**src/rtl/tdm_demux4_pkg.sv**
```systemverilog
// Shared types and constants for the four-channel TDM demultiplexer.
// The action classifier turns the current state, slot and input qualifiers
// into one decision. Every register in the top level then keys off that
// single decision.
package tdm_demux4_pkg;

    // Frame alignment state: hunting for sync, or tracking slots.
    typedef enum logic {
        ST_HUNT   = 1'b0,
        ST_LOCKED = 1'b1
    } state_t;

    // Slot numbers, matching the far-end mux select pair {s1,s0}.
    localparam logic [1:0] SLOT_A = 2'd0;
    localparam logic [1:0] SLOT_B = 2'd1;
    localparam logic [1:0] SLOT_C = 2'd2;
    localparam logic [1:0] SLOT_D = 2'd3;

    localparam int NUM_SLOTS = 4;

    // What a given cycle does with the incoming word.
    typedef enum logic [2:0] {
        ACT_IDLE,      // no valid word this cycle
        ACT_DROP,      // hunting and the word carries no sync
        ACT_START,     // hunting and sync found: word becomes slot 0
        ACT_STORE,     // locked, word lands in staging[slot]
        ACT_COMPLETE,  // locked, slot-3 word closes the frame
        ACT_RESYNC,    // locked, sync at a non-zero slot: restart the frame
        ACT_LOST       // locked, slot 0 arrived without sync: go back to hunting
    } action_t;

    // Decide what to do with this cycle's word.
    // Inside LOCKED, a sync at slot 0 is an ordinary frame start, so it falls
    // through to the store path like any other slot-0 word.
    function automatic action_t classify(
        input state_t     st,
        input logic       valid,
        input logic       sync,
        input logic [1:0] cur_slot
    );
        action_t act;
        if (!valid) begin
            act = ACT_IDLE;
        end else if (st == ST_HUNT) begin
            act = sync ? ACT_START : ACT_DROP;
        end else if (sync && (cur_slot != SLOT_A)) begin
            act = ACT_RESYNC;
        end else if (!sync && (cur_slot == SLOT_A)) begin
            act = ACT_LOST;
        end else if (cur_slot == SLOT_D) begin
            act = ACT_COMPLETE;
        end else begin
            act = ACT_STORE;
        end
        return act;
    endfunction

endpackage

```
**src/rtl/tdm_slot_ctr.sv**
```systemverilog
// Two-bit slot counter that mirrors the far-end mux select pair.
// Control priority: clear (back to hunting) wins over load-to-1 (a sync word
// was just taken as slot 0), which wins over a plain increment.
// The wrap flag marks an increment out of the last slot, i.e. a frame that
// completes on this edge.
module tdm_slot_ctr
    import tdm_demux4_pkg::*;
(
    input  logic       clk,
    input  logic       rst,
    input  logic       inc,
    input  logic       load_one,
    input  logic       clear,
    output logic [1:0] slot,
    output logic       wrap
);

    // Slot register: async clear on reset, then clear/load/increment.
    always_ff @(posedge clk or posedge rst) begin
        if (rst) begin
            slot <= SLOT_A;
        end else if (clear) begin
            slot <= SLOT_A;
        end else if (load_one) begin
            slot <= SLOT_B;
        end else if (inc) begin
            slot <= slot + 2'd1;
        end
    end

    assign wrap = inc && (slot == SLOT_D);

endmodule

```
**src/rtl/tdm_demux4.sv**
```systemverilog
// Receiving end of a 4:1 TDM link.
// The block hunts for frame sync, then steers each valid word into a staging
// register chosen by the slot counter. A full frame is published to ch_a..ch_d
// with a one-cycle frame_valid strobe.
// The slot-3 word goes straight to ch_d, so a frame needs only three staging
// registers.
module tdm_demux4
    import tdm_demux4_pkg::*;
#(
    parameter int WIDTH = 1
) (
    input  logic             clk,
    input  logic             rst,
    input  logic             in_valid,
    input  logic [WIDTH-1:0] in_data,
    input  logic             in_sync,
    output logic [WIDTH-1:0] ch_a,
    output logic [WIDTH-1:0] ch_b,
    output logic [WIDTH-1:0] ch_c,
    output logic [WIDTH-1:0] ch_d,
    output logic             frame_valid,
    output logic [1:0]       slot,
    output logic             locked,
    output logic             sync_err
);

    state_t           state;
    action_t          act;
    logic [1:0]       slot_q;
    logic             ctr_inc;
    logic             ctr_load;
    logic             ctr_clear;
    logic             frame_done;
    logic [WIDTH-1:0] stage_a;
    logic [WIDTH-1:0] stage_b;
    logic [WIDTH-1:0] stage_c;

    assign act = classify(state, in_valid, in_sync, slot_q);

    // Translate the cycle's action into slot-counter controls.
    always_comb begin
        ctr_inc   = 1'b0;
        ctr_load  = 1'b0;
        ctr_clear = 1'b0;
        case (act)
            ACT_STORE,
            ACT_COMPLETE: ctr_inc   = 1'b1;
            ACT_START,
            ACT_RESYNC:   ctr_load  = 1'b1;
            ACT_LOST:     ctr_clear = 1'b1;
            default:      ;
        endcase
    end

    tdm_slot_ctr u_slot_ctr (
        .clk      (clk),
        .rst      (rst),
        .inc      (ctr_inc),
        .load_one (ctr_load),
        .clear    (ctr_clear),
        .slot     (slot_q),
        .wrap     (frame_done)
    );

    // Alignment state: lock on the first sync, fall back when a sync goes missing.
    always_ff @(posedge clk or posedge rst) begin
        if (rst) begin
            state <= ST_HUNT;
        end else begin
            case (act)
                ACT_START: state <= ST_LOCKED;
                ACT_LOST:  state <= ST_HUNT;
                default:   state <= state;
            endcase
        end
    end

    // Staging registers for slots 0..2. A resync overwrites slot 0, which abandons the old partial frame.
    always_ff @(posedge clk or posedge rst) begin
        if (rst) begin
            stage_a <= '0;
            stage_b <= '0;
            stage_c <= '0;
        end else begin
            case (act)
                ACT_START,
                ACT_RESYNC: stage_a <= in_data;
                ACT_STORE: begin
                    case (slot_q)
                        SLOT_A:  stage_a <= in_data;
                        SLOT_B:  stage_b <= in_data;
                        SLOT_C:  stage_c <= in_data;
                        default: ;
                    endcase
                end
                default: ;
            endcase
        end
    end

    // Publish a finished frame and strobe frame_valid for exactly one cycle.
    always_ff @(posedge clk or posedge rst) begin
        if (rst) begin
            ch_a        <= '0;
            ch_b        <= '0;
            ch_c        <= '0;
            ch_d        <= '0;
            frame_valid <= 1'b0;
        end else begin
            frame_valid <= frame_done;
            if (frame_done) begin
                ch_a <= stage_a;
                ch_b <= stage_b;
                ch_c <= stage_c;
                ch_d <= in_data;
            end
        end
    end

    // Sticky misalignment flag. Only reset clears it.
    always_ff @(posedge clk or posedge rst) begin
        if (rst) begin
            sync_err <= 1'b0;
        end else if (act == ACT_RESYNC) begin
            sync_err <= 1'b1;
        end
    end

    assign slot   = slot_q;
    assign locked = (state == ST_LOCKED);

endmodule

```
**config.mk**
```make
export PLATFORM = sky130hd
export DESIGN_NAME = tdm_demux4
export DESIGN_NICKNAME = d
export VERILOG_FILES = /design/src/rtl/tdm_demux4_pkg.sv /design/src/rtl/tdm_slot_ctr.sv /design/src/rtl/tdm_demux4.sv
export SDC_FILE = /design/constraint.sdc
export NUM_CORES = 1
export LEC_CHECK = 0
export ABC_CLOCK_PERIOD_IN_PS = 2440
export BUFFER_PORTS_ARGS = -buffer_cell sky130_fd_sc_hd__buf_2
export CELL_PAD_IN_SITES_DETAIL_PLACEMENT = 0
export CELL_PAD_IN_SITES_GLOBAL_PLACEMENT = 2
export CORE_MARGIN = 3
export CORE_UTILIZATION = 30
export DETAILED_ROUTE_END_ITERATION = 12
export PLACE_DENSITY = 0.73
export RECOVER_POWER = 100
export SLEW_MARGIN = 15
export SYNTH_ARGS = -nofsm -noshare
export SYNTH_HDL_FRONTEND = slang
export SYNTH_SLANG_ARGS = --single-unit
```
**constraint.sdc**
```tcl
create_clock -name clk -period 2.44 [get_ports clk]
set_clock_uncertainty 0.2 [all_clocks]
set_input_delay 0.366 -clock clk [delete_from_list [all_inputs] [get_ports clk]]
set_output_delay 0.366 -clock clk [all_outputs]
set_load 0.03 [all_outputs]
```
Word-level counts from Yosys, hierarchy flattened
Cells that the tools add are included.
Widths: inputs -> output; s select.
{ "word_totals": {"ff_bits": 12, "input_bits": 5, "elab_cells": 50} }
{ "classes": {"n_mux": 15, "eq_ne": 9, "n_addsub": 1, "reduce_logical": 14} }
{ "ops": {"columns": ["cell", "count"], "rows": [
  ["$mux 3", 5],
  ["$eq 3x3->1 const B", 3],
  ["$mux 2", 4],
  ["$eq 3x2->1 const B", 2],
  ["$reduce_and 2->1", 3],
  ["$reduce_bool 2->1", 3],
  ["$eq 2x2->1 const B", 2],
  ["$mux 1", 4],
  ["$pmux 1 s2", 2],
  ["$reduce_or 2->1", 2],
  ["$logic_and 1x1->1", 3],
  ["$reduce_bool 3->1", 1],
  ["$add 2x1->2 const B", 1],
  ["$eq 2x1->1 const B", 1],
  ["$logic_not 2->1", 1],
  ["$ne 2x2->1 const B", 1],
  ["$logic_not 1->1", 1]
]} }

Depth between registers and ports, before layout
Gate-level depths: netlist (run 1).
{ "logic_depth": {"ltp_word": 12, "ltp_mapped": 6, "depth_no_buf": 6} }

By module
A second synthesis (run 1) with hierarchy kept.
{ "hier_totals": {"hier_cells": 42, "hier_area_um2": 535.5} }
{ "modules_own_cells": {"columns": ["module", "cells_each", "instances", "area_each_um2"], "rows": [
  ["tdm_demux4", 32, 1, 429.2],
  ["tdm_slot_ctr", 10, 1, 106.4]
]} }

Worst setup path before layout (run 1)
OpenSTA, ideal clock, no wires.
{ "synth_timing": {"path_type": "reg-to-reg", "start": "reg u_slot_ctr.slot[0]", "end": "reg u_slot_ctr.slot[0]", "period_less_slack_ns": 2.141, "n_path_buf": 0, "arrival_time_ns": 1.855, "setup_ns": 0.086, "path_slack_ns": 0.299, "path_stages_with_launch": 7, "cell_sequence": "dfrtp_1 > inv_1 > ha_1 > nand2b_2 > a311o_1 > or3_1 > a32oi_1"} }
{ "synth_between": {"elab_chain_cells": 11, "elab_cells_between_ends": 25, "cone_classes": "1 x add/sub; 6 x eq/ne; 11 x mux; 7 x reduce/logical"} }
{ "synth_lines": {"columns": ["item", "line_no", "source"], "rows": [
  ["start, declared", "tdm_slot_ctr.sv:14", "output logic [1:0] slot,"],
  ["start signal, assigned", "tdm_slot_ctr.sv:27", "slot <= slot + 2'd1;"],
  ["$eq 2x2->1 or $logic_not 2->1 (tied branches)", "tdm_demux4_pkg.sv:50, tdm_demux4_pkg.sv:48", null],
  ["$mux 3 or $logic_and 1x1->1 (tied branches)", "tdm_demux4_pkg.sv:50, tdm_demux4_pkg.sv:48", null],
  ["$mux 3", "tdm_demux4_pkg.sv:48", "end else if (!sync && (cur_slot == SLOT_A)) begin"],
  ["$mux 3", "tdm_demux4_pkg.sv:46", "end else if (sync && (cur_slot != SLOT_A)) begin"],
  ["$mux 3", "tdm_demux4_pkg.sv:44", "end else if (st == ST_HUNT) begin"],
  ["$mux 3", "tdm_demux4_pkg.sv:42", "if (!valid) begin"],
  ["$eq 3x3->1 or $eq 3x2->1 (tied branches)", "tdm_demux4.sv:45", "case (act)"],
  ["$reduce_or 2->1", "tdm_demux4.sv:45", null],
  ["$mux 1", "tdm_demux4.sv:45", null],
  ["$mux 2", "tdm_slot_ctr.sv:24", "end else if (load_one) begin"],
  ["$mux 2", "tdm_slot_ctr.sv:22", "end else if (clear) begin"]
]} }
Several ways; a longest one is shown, not always the timed one. The select of a mux whose other input is x is not followed.
A chain may end at the register's enable or synchronous reset.

Worst setup path in the final report (run 1)
{ "layout_timing": {"start": "reg u_slot_ctr.slot[0]", "end": "reg u_slot_ctr.slot[1]"} }
The elaborated chain is that of the path after synthesis.

==> run_results.csv, run 1 <==
group,metric,value,unit
outcome,status,"finished clean",
global_routing,grt_pass1_vias,441,
floorplanning,initial_utilization,33.2,%
synthesis,ys_ff_latch,12,
clock_tree,clock_latency,0.27,ns
global_routing,use_met1,13.3,%
placement,port_buffers,13,
global_routing,top_usage_layer,"met2",
clock_tree,cts_tree,"yes",
setup_path,r2r_cells,6,
clock_tree,numClockSinks,12,
sta,worstMarginPinSlew,0.452,ns
flow_run,maxCapViolations,0,
synthesis,synth.area.mux_share,11.6,%
setup_path,r2r_setup_slack,0.24,ns
clock_tree,cts_max_path_buffers,2,
clock_tree,cts_setup_buffers,0,
detailed_routing,avgRoutedWirePerCell,12.0,um
synthesis,synth_compound_area_share,15.5,%
detailed_routing,vias,502,
detailed_routing,first_iter_violations,7,
global_routing,grt_max_degree,13,
floorplanning,core-area,2040,um^2
detailed_routing,finalWirelength,1.27,mm
layout,num-nets-final,90,
placement,post-dp-hpwl,982,um
sta,tns,0,ns
pwr,power.density,1050,nW/um^2
floorplanning,dieWidth,53.5,um
global_routing,grt_use_met3,4.99,%
sta,setup_viol,0,
sta,period_share,90.0,%
global_routing,grtUsageMet2,14.7,%
detailed_routing,ant_nets,0,
layout,fin_util,39.3,%
worst_hold_path,min_from,"in_data",
pwr,pwr-share-clk,18.7,%
synthesis,synth_top_area_cell,"dfrtp_1",
clock_tree,htreeDepth,1,
worst_hold_path,whs_endpoint,"stage_b",
setup_path,path_max_fanout,7,
placement,gp_congestion,0.737,
synthesis,synth_adder_area_share,9.23,%
setup_path,crit_path_start_kind,"flip-flop",
setup_path,worst_ep_required_time,2.43,ns
pwr,swShare,43.4,%
synthesis,yosysSeqAreaShare,44.3,%
synthesis,synth_xor_area_share,0,%
layout,drive_gt1_share,19.0,%
setup_path,crit_arrival,2.19,ns
pwr,p_leak,0.360,nW
setup_path,worstSetupPathType,"reg2reg",
floorplanning,die-area,2870,um^2
setup_path,r2r_start,"u_slot_ctr.slot[0]",
setup_path,end_kind,"flip-flop",
synthesis,synth_top_family_by_area,"simple AND/OR/NAND/NOR gates",
sta,drv_slew,0,
sta,fin_ws,0.244,ns
sta,hold_viol_final,0,
placement,pre_cts_ws,0.291,ns
floorplanning,row_count,16,
synthesis,synth-edff-count,0,
clock_tree,cts_root_buffer,"clkbuf_4",
global_routing,grt.total_usage,10.3,%
floorplanning,io_pins,14,
global_routing,overflow,0,
layout,n_antenna_cell,0,
sta,rsz0062_at_grt,"false",
layout,syn_to_final_growth,18.5,%
synthesis,synth_area_leaders,"dfrtp_1 44%, mux2_1 10%, ha_1 9.2%",
clock_tree,cts_buffers,3,
detailed_routing,viasPerCell,4.74,
pwr,power_frac_comb,43.8,%
worst_hold_path,min_path_cells,2,
synthesis,netlist_instances,61,
sta,fmax,455,MHz
synthesis,yosys.area_share.simple,16.1,%
synthesis,synth_top_flop_cell,"dfrtp_1",
synthesis,synthArstFlopShare,100,%
pwr,switchingPower,0.000367,W
global_routing,grt_pass1_wl,2.08,mm
clock_tree,clkTransAtPathRegs,0.08,ns
pwr,seqPwrFrac,37.5,%
pwr,internal-power,0.000479,W
setup_path,r2r-end,"u_slot_ctr.slot[1]",
synthesis,avgSynthCellArea,11.1,um^2
synthesis,syn-num-nets,71,
synthesis,synth_top_cell_area_share,44.3,%
worst_hold_path,hold_class,"in2reg",
synthesis,syn-cell-area,678,um^2
global_routing,antenna_found_initial,0,
pwr,ir_drop,462,uV
sta,period_needed,2.20,ns
floorplanning,die_h,53.5,um
detailed_routing,route.detailed.drc,0,
synthesis,yosysWarnings,0,
detailed_routing,dr.pass1.iters,2,
sta,relSlewSlack,69.8,%
synthesis,synth_cell_types,26,
-- worst max-delay path, cell delays in order, from the launching register on --
cell,delay (ns)
dfrtp_1,0.46
inv_1,0.11
ha_1,0.30
nor2b_1,0.16
a311o_1,0.38
or3b_1,0.35
a21boi_0,0.16
-- flip-flops by register name, summed over array words and instances, names as in the netlist --
name and count:
stage_c 1, ch_c 1, locked 1, sync_err 1
stage_b 1, ch_d 1, frame_valid 1, ch_b 1
stage_a 1, u_slot_ctr.slot 2, ch_a 1
-- synth_stat cells (all sizes together), types with 2 or more instances --
cell     n
nor2     3
a21oi    3
a21boi   3
inv      6
nand2b   2
o21ai    4
nand2    5
dfrtp   12
mux2     7
ha       5
-- placed cells by master, fill, tap and decap left out, types with 4 or more instances in the layout --
cell,synthesis,routed
nand2_1,4,4
o21ai_0,4,4
inv_1,4,4
mux2_1,6,6
clkbuf_1,0,9
dfrtp_1,12,12
ha_1,5,5
buf_2,0,4
-- metrics by stage --
step / cell area (um^2) / hold slack (ns) / total power (W) / cells
3_3_place_gp: 777 / 0.198 / 0.000717 / 101
2_1_floorplan: 678 / 0.0307 / 0.000612 / 61
4_1_cts: 823 / 0.145 / 0.000881 / 106
6_report: 803 / 0.153 / 0.000846 / 106
3_5_place_dp: 777 / 0.200 / 0.000715 / 101
5_1_grt: 803 / 0.164 / 0.000911 / 106
-- worst max path at each step --
stage	startpoint	to	slack, ns	cells past startpoint
2_1_floorplan	u_slot_ctr.slot[0]	u_slot_ctr.slot[0]	0.30	6
3_3_place_gp	u_slot_ctr.slot[0]	u_slot_ctr.slot[0]	0.34	6
3_5_place_dp	u_slot_ctr.slot[0]	u_slot_ctr.slot[0]	0.29	6
4_1_cts	u_slot_ctr.slot[0]	u_slot_ctr.slot[0]	0.26	6
5_1_grt	u_slot_ctr.slot[0]	stage_b	0.11	6
6_report	u_slot_ctr.slot[0]	u_slot_ctr.slot[1]	0.24	6
-- timing repair --
action | in CTS | in global routing
hold buffers | 1 | 0
hold endpoints to repair | 12 | 0
gates resized for setup | 0 | 0
-- power groups by stage --
| stage | logic (W) | clock network (W) | registers [W] |
|---|---|---|---|
| after floorplan | 0.000220 | 0 | 0.000392 |
| after global placement | 0.000400 | 0 | 0.000317 |
| after detailed placement | 0.000395 | 0 | 0.000320 |
| after CTS | 0.000398 | 0.000166 | 0.000317 |
| after global routing | 0.000407 | 0.000175 | 0.000329 |
| final | 0.000371 | 0.000158 | 0.000317 |
-- logic make-up (layout without fill, tap and decap cells) --
kind of cell	Yosys count	in the layout
AOI/OAI and AO/OA	16	16
adders and majority gates	5	5
buffers and inverters	6	24
DFF	12	12
muxes	7	7
and+or+nand+nor	15	15
-- per-layer routing --
metal	vias up	routed length (um)
met5	-	0
met4	0	10
met3	2	94
met2	12	546
met1	235	618
li1	253	-
-- cell type report --
class / count / area [um^2]
fillers: 225 / 1240
multi-input cells: 43 / 347
flip-flops and latches: 12 / 300
repair buffers: 14 / 63.8
clock buffers: 4 / 36.3
well taps: 27 / 33.8
inverters: 6 / 22.5
Power figures use the tool's default switching activity.
==> run 2, diff against run 1 <==
--- a/config.mk
+++ b/config.mk
@@ -12,6 +12,7 @@
 export CORE_MARGIN = 3
 export CORE_UTILIZATION = 30
 export DETAILED_ROUTE_END_ITERATION = 12
+export GPL_TIMING_DRIVEN = 0
 export PLACE_DENSITY = 0.73
 export RECOVER_POWER = 100
 export SLEW_MARGIN = 15
==> run 2 against run 1 <==
Compared with the run above: count of clock-buffer cells in the layout stayed put; power grew 0.63%; clock power hardly changed; global-route usage is 0.47 points higher; sequential share of layout area shrank 0.29 points; sequential cell count stayed put; critical path depth unchanged; highest routed layer unchanged; non-clock buffer count unchanged; first-iteration DRC count is the same; worst hold slack improved by 0.0095 ns; sequential power about the same; routed wire length shrank 1.4%.
==> run_results.csv, run 2 (synthesis gave the netlist of run 1 again) <==
group,metric,value,unit
outcome,status,"finished clean",
layout,fillers,220,
placement,post-dp-hpwl,964,um
floorplanning,row_count,16,
pwr,seqPwrFrac,37.1,%
layout,fin_util,39.6,%
floorplanning,die-area,2870,um^2
detailed_routing,finalWirelength,1.25,mm
setup_path,crit_path_start_kind,"flip-flop",
sta,rsz0062_at_grt,"false",
global_routing,grt_pass1_wl,2.17,mm
worst_hold_path,hold_class,"in2reg",
global_routing,use_met1,14.5,%
placement,port_buffers,13,
clock_tree,clkTransAtPathRegs,0.08,ns
sta,fmax,447,MHz
layout,ff_latch_area,300,um^2
detailed_routing,dr.pass1.iters,4,
sta,drv_slew,0,
floorplanning,initial_utilization,33.2,%
layout,n_antenna_cell,0,
placement,pre_cts_ws,0.257,ns
sta,relSlewSlack,70.2,%
pwr,power.density,1050,nW/um^2
setup_path,critPathLaunch,"u_slot_ctr.slot[0]",
pwr,switchingPower,0.000369,W
layout,mostFrequentLayoutCell,"dfrtp_1",
clock_tree,cts_setup_buffers,0,
global_routing,antenna_found_initial,0,
sta,fin_ws,0.201,ns
clock_tree,cts_buffers,3,
layout,drive_gt1_share,20.3,%
layout,regMostFlops,"u_slot_ctr.slot",
global_routing,grtUsageMet2,14.9,%
detailed_routing,viasPerCell,4.75,
placement,placed_cells,101,
setup_path,worst_ep_required_time,2.43,ns
global_routing,top_usage_layer,"met2",
global_routing,grt_max_degree,13,
clock_tree,cts_max_path_buffers,2,
placement,gp_congestion,0.706,
clock_tree,clock_latency,0.27,ns
floorplanning,core-area,2040,um^2
sta,period_needed,2.24,ns
flow_run,maxCapViolations,0,
pwr,power_frac_comb,44.3,%
sta,period_share,91.7,%
clock_tree,cts_resized,0,
setup_path,r2r_start,"u_slot_ctr.slot[0]",
setup_path,worstSetupPathType,"reg2reg",
global_routing,overflow,0,
sta,hold_viol_final,0,
detailed_routing,avgRoutedWirePerCell,11.8,um
floorplanning,io_pins,14,
floorplanning,die_h,53.5,um
clock_tree,htreeDepth,1,
layout,syn_to_final_growth,19.4,%
setup_path,end_kind,"flip-flop",
pwr,pwr-share-clk,18.6,%
detailed_routing,first_iter_violations,7,
pwr,p_leak,0.360,nW
setup_path,path_max_fanout,7,
sta,worstMarginPinSlew,0.447,ns
layout,largest_reg_flops,2,
sta,tns,0,ns
worst_hold_path,min_from,"in_data",
pwr,ir_drop,482,uV
clock_tree,numClockSinks,12,
clock_tree,cts_root_buffer,"clkbuf_4",
layout,mostFrequentLayoutCells,"12 x dfrtp_1, 9 x clkbuf_1, 6 x mux2_1, 5 x ha_1",
global_routing,grt_pass1_vias,461,
clock_tree,cts_tree,"yes",
global_routing,grt_use_met3,2.49,%
layout,multiInputGateArea,353,um^2
pwr,swShare,43.3,%
sta,setup_viol,0,
detailed_routing,route.detailed.drc,0,
pwr,internal-power,0.000482,W
detailed_routing,vias,504,
clock_tree,ctsHoldBuffers,1,
detailed_routing,ant_nets,0,
floorplanning,dieWidth,53.5,um
global_routing,grt.total_usage,10.8,%
layout,num-nets-final,90,
setup_path,crit_arrival,2.23,ns
layout,finalNonFillerCells,106,
-- run 2: layout make-up --
type	count	area share (%)
Tap cell	27	4.17
Timing Repair Buffer	14	7.88
Sequential cell	12	37.1
Inverter	6	2.78
Multi-Input combinational cell	43	43.6
Clock buffer	4	4.48
-- run 2: critical path: stages, from the launching register on --
cell     delay (ns)
dfrtp_1        0.46
inv_1          0.12
ha_1           0.30
nor2b_1        0.17
a311o_1        0.38
or3_1          0.32
a32oi_1        0.21
-- run 2: power by group through the flow --
stage	logic, W	registers (W)	clock network [W]
after floorplan	0.000220	0.000392	0
after global placement	0.000395	0.000318	0
after detailed placement	0.000394	0.000320	0
after CTS	0.000397	0.000316	0.000166
after global routing	0.000422	0.000328	0.000172
final	0.000377	0.000315	0.000159
-- run 2: through the flow --
step | hold slack [ns] | power [W] | cell area [um^2]
final | 0.163 | 0.000851 | 810
after global routing | 0.165 | 0.000922 | 810
after CTS | 0.152 | 0.000879 | 823
after detailed placement | 0.203 | 0.000714 | 777
after global placement | 0.200 | 0.000713 | 777
after floorplan | 0.0307 | 0.000612 | 678
-- run 2: worst paths after layout --
check / to / slack, ns / depth (start not counted)
max reg2reg: u_slot_ctr.slot[0] / 0.20 / 6
min reg2reg: sync_err / 0.28 / 1
min: stage_b / 0.16 / 2
min in group asynchronous: frame_valid / 0.43 / 3
max: u_slot_ctr.slot[0] / 0.20 / 6
max in group asynchronous: ch_b / 1.30 / 3
-- run 2: routing by layer --
| metal | wire (um) | part of all wire (%) |
|---|---|---|
| met1 | 614 | 49 |
| met2 | 549 | 44 |
| met3 | 59 | 4.7 |
| met4 | 26 | 2.1 |
| met5 | 0 | 0 |
==> run 3, diff against run 2 <==
--- a/config.mk
+++ b/config.mk
@@ -5,15 +5,17 @@
 export SDC_FILE = /design/constraint.sdc
 export NUM_CORES = 1
 export LEC_CHECK = 0
+export ABC_AREA = 1
 export ABC_CLOCK_PERIOD_IN_PS = 2440
 export BUFFER_PORTS_ARGS = -buffer_cell sky130_fd_sc_hd__buf_2
 export CELL_PAD_IN_SITES_DETAIL_PLACEMENT = 0
 export CELL_PAD_IN_SITES_GLOBAL_PLACEMENT = 2
+export CORE_ASPECT_RATIO = 0.6
 export CORE_MARGIN = 3
-export CORE_UTILIZATION = 30
+export CORE_UTILIZATION = 29
 export DETAILED_ROUTE_END_ITERATION = 12
 export GPL_TIMING_DRIVEN = 0
-export PLACE_DENSITY = 0.73
+export PLACE_DENSITY = 0.78
 export RECOVER_POWER = 100
 export SLEW_MARGIN = 15
 export SYNTH_ARGS = -nofsm -noshare
==> run 3 against run 2 <==
Compared with the run above: die area grew 5.4%; synthesized cell count rose by 48%; register-to-register slack better by 0.16 ns.
==> run_results.csv, run 3 <==
group,metric,value,unit
placement,post-dp-hpwl,1.17,mm
placement,gp_congestion,0.710,
placement,port_buffers,13,
pwr,p_leak,0.458,nW
synthesis,syn-num-nets,100,
layout,mostFrequentLayoutCell,"nand2_1",
synthesis,synth-edff-count,0,
worst_hold_path,hold_class,"in2reg",
synthesis,ys_ff_latch,12,
detailed_routing,finalWirelength,1.48,mm
setup_path,cp-endpoint,"ch_b",
synthesis,yosysSeqAreaShare,43.5,%
floorplanning,dieWidth,69,um
layout,mostFrequentLayoutCells,"31 x nand2_1, 12 x dfrtp_1, 11 x inv_1, 9 x nand3_1, 9 x clkbuf_1",
synthesis,netlist_instances,90,
sta,drv_slew,0,
global_routing,overflow,0,
clock_tree,clock_latency,0.23,ns
setup_path,r2r_cells,13,
layout,fin_util,37.6,%
sta,fin_hold_ws,0.160,ns
clock_tree,ctsHoldBuffers,1,
detailed_routing,viasPerCell,4.43,
synthesis,avgSynthCellArea,7.67,um^2
synthesis,synth_top_cell_area_share,43.5,%
synthesis,synthArstFlopShare,100,%
floorplanning,io_pins,14,
detailed_routing,vias,607,
setup_path,crit_arrival,2.05,ns
clock_tree,cts_tree,"yes",
floorplanning,die_h,43.8,um
synthesis,synth_top_area_cell,"dfrtp_1",
global_routing,antenna_found_initial,0,
layout,largest_reg_flops,2,
synthesis,yosysWarnings,0,
flow_run,maxCapViolations,0,
clock_tree,cts_buffers,3,
synthesis,syn-cell-area,691,um^2
detailed_routing,route.detailed.drc,0,
global_routing,grt_max_degree,13,
clock_tree,cts_root_buffer,"clkbuf_8",
pwr,power.density,1300,nW/um^2
layout,num-nets-final,119,
synthesis,synth_cell_types,16,
detailed_routing,avgRoutedWirePerCell,10.8,um
layout,drive_gt1_share,13.1,%
floorplanning,core-area,2210,um^2
setup_path,worst_ep_required_time,2.42,ns
setup_path,crit_path_start_kind,"flip-flop",
outcome,status,"finished clean",
layout,syn_to_final_growth,20.3,%
clock_tree,cts_resized,0,
synthesis,synth_top_flop_cell,"dfrtp_1",
setup_path,end_kind,"flip-flop",
sta,worstMarginPinSlew,0.464,ns
synthesis,ys_top_cells_by_count,"30 x nand2_1, 12 x dfrtp_1, 11 x inv_1, 9 x nand3_1",
layout,fillers,263,
pwr,ir_drop,419,uV
layout,regMostFlops,"u_slot_ctr.slot",
detailed_routing,dr.pass1.iters,4,
sta,relSlewSlack,69.1,%
sta,period_share,85.1,%
detailed_routing,first_iter_violations,31,
sta,rsz0062_at_grt,"false",
setup_path,r2r_setup_slack,0.36,ns
sta,fin_ws,0.363,ns
sta,period_needed,2.08,ns
global_routing,grt_pass1_wl,2.56,mm
clock_tree,numClockSinks,12,
synthesis,post-synth-top-count-cell,"nand2_1",
setup_path,critPathLaunch,"u_slot_ctr.slot[0]",
sta,fmax,482,MHz
setup_path,worstSetupPathType,"reg2reg",
clock_tree,cts_max_path_buffers,2,
layout,n_antenna_cell,0,
detailed_routing,ant_nets,0,
sta,setup_viol,0,
global_routing,grt.total_usage,11.0,%
clock_tree,htreeDepth,1,
setup_path,r2r_start,"u_slot_ctr.slot[0]",
placement,pre_cts_ws,0.432,ns
floorplanning,row_count,13,
floorplanning,initial_utilization,31.2,%
setup_path,r2r-end,"ch_b",
synthesis,synth_area_leaders,"dfrtp_1 43%, nand2_1 16%, ha_1 9.1%",
clock_tree,clkTransAtPathRegs,0.05,ns
floorplanning,die-area,3020,um^2
global_routing,grt_pass1_vias,540,
sta,tns,0,ns
pwr,total_power,0.00108,W
clock_tree,cts_setup_buffers,0,
sta,hold_viol_final,0,
setup_path,path_max_fanout,7,
run 3: cell count changes in the layout (fill, tap and decap cells not counted), moves of 3 or more:
cell      change
a21boi_0      -3
inv_1         +7
nand2_1      +27
nand3_1       +9
mux2_1        -6
clkbuf_4      -3
run 3: layout make-up:
type	count	area, um^2	area share, %
Inverter	14	55.1	6.63
Timing Repair Buffer	14	63.8	7.68
Sequential cell	12	300	36.1
Tap cell	30	37.5	4.52
Multi-Input combinational cell	64	333	40.1
Clock buffer	3	41.3	4.97
run 3: critical path, stage by stage (launching register included):
cell and delay (ns):
dfrtp_1 0.47, inv_1 0.10, ha_1 0.24, inv_1 0.08, nand2_1 0.06, nand2_1 0.12
nand2_1 0.07, nand2_1 0.11, nand2_1 0.07, nand2_1 0.14, nand3_4 0.14, inv_4 0.10
nand2_1 0.06, nand2_1 0.05
run 3: power by group:
| group | total [W] | switching, W | internal [W] |
|---|---|---|---|
| clock network | 0.000176 | 0.0000672 | 0.000108 |
| logic | 0.000552 | 0.000385 | 0.000167 |
| registers | 0.000356 | 0.0000707 | 0.000285 |
run 3: worst min path at each step:
stage	startpoint	to	slack [ns]	depth (start not counted)
floorplan	rst	ch_a	0.03	1
global placement	rst	locked	0.19	2
detailed placement	rst	locked	0.20	2
CTS	in_data	stage_a	0.16	3
global route	in_data	stage_a	0.18	3
finish	in_data	stage_a	0.16	3
run 3: cells by family after synthesis:
kind of cell	after synthesis	share of synthesized area (%)
AOI/OAI and AO/OA	8	5.80
adders and majority gates	5	9.06
buffers and inverters	14	7.97
DFF	12	43.5
and+or+nand+nor	51	33.7
run 3: stage by stage:
stage	area (um^2)	instances
final	831	137
after global routing	831	137
after CTS	845	137
after detailed placement	793	133
after global placement	793	133
after floorplan	691	90
run 3: metal layers:
layer,vias to the layer above,GRT usage [%],routed length [um]
met5,-,0,0
met4,0,1.17,0
met3,0,5.56,88
met2,19,12.9,531
met1,270,17.4,862
li1,318,-,-
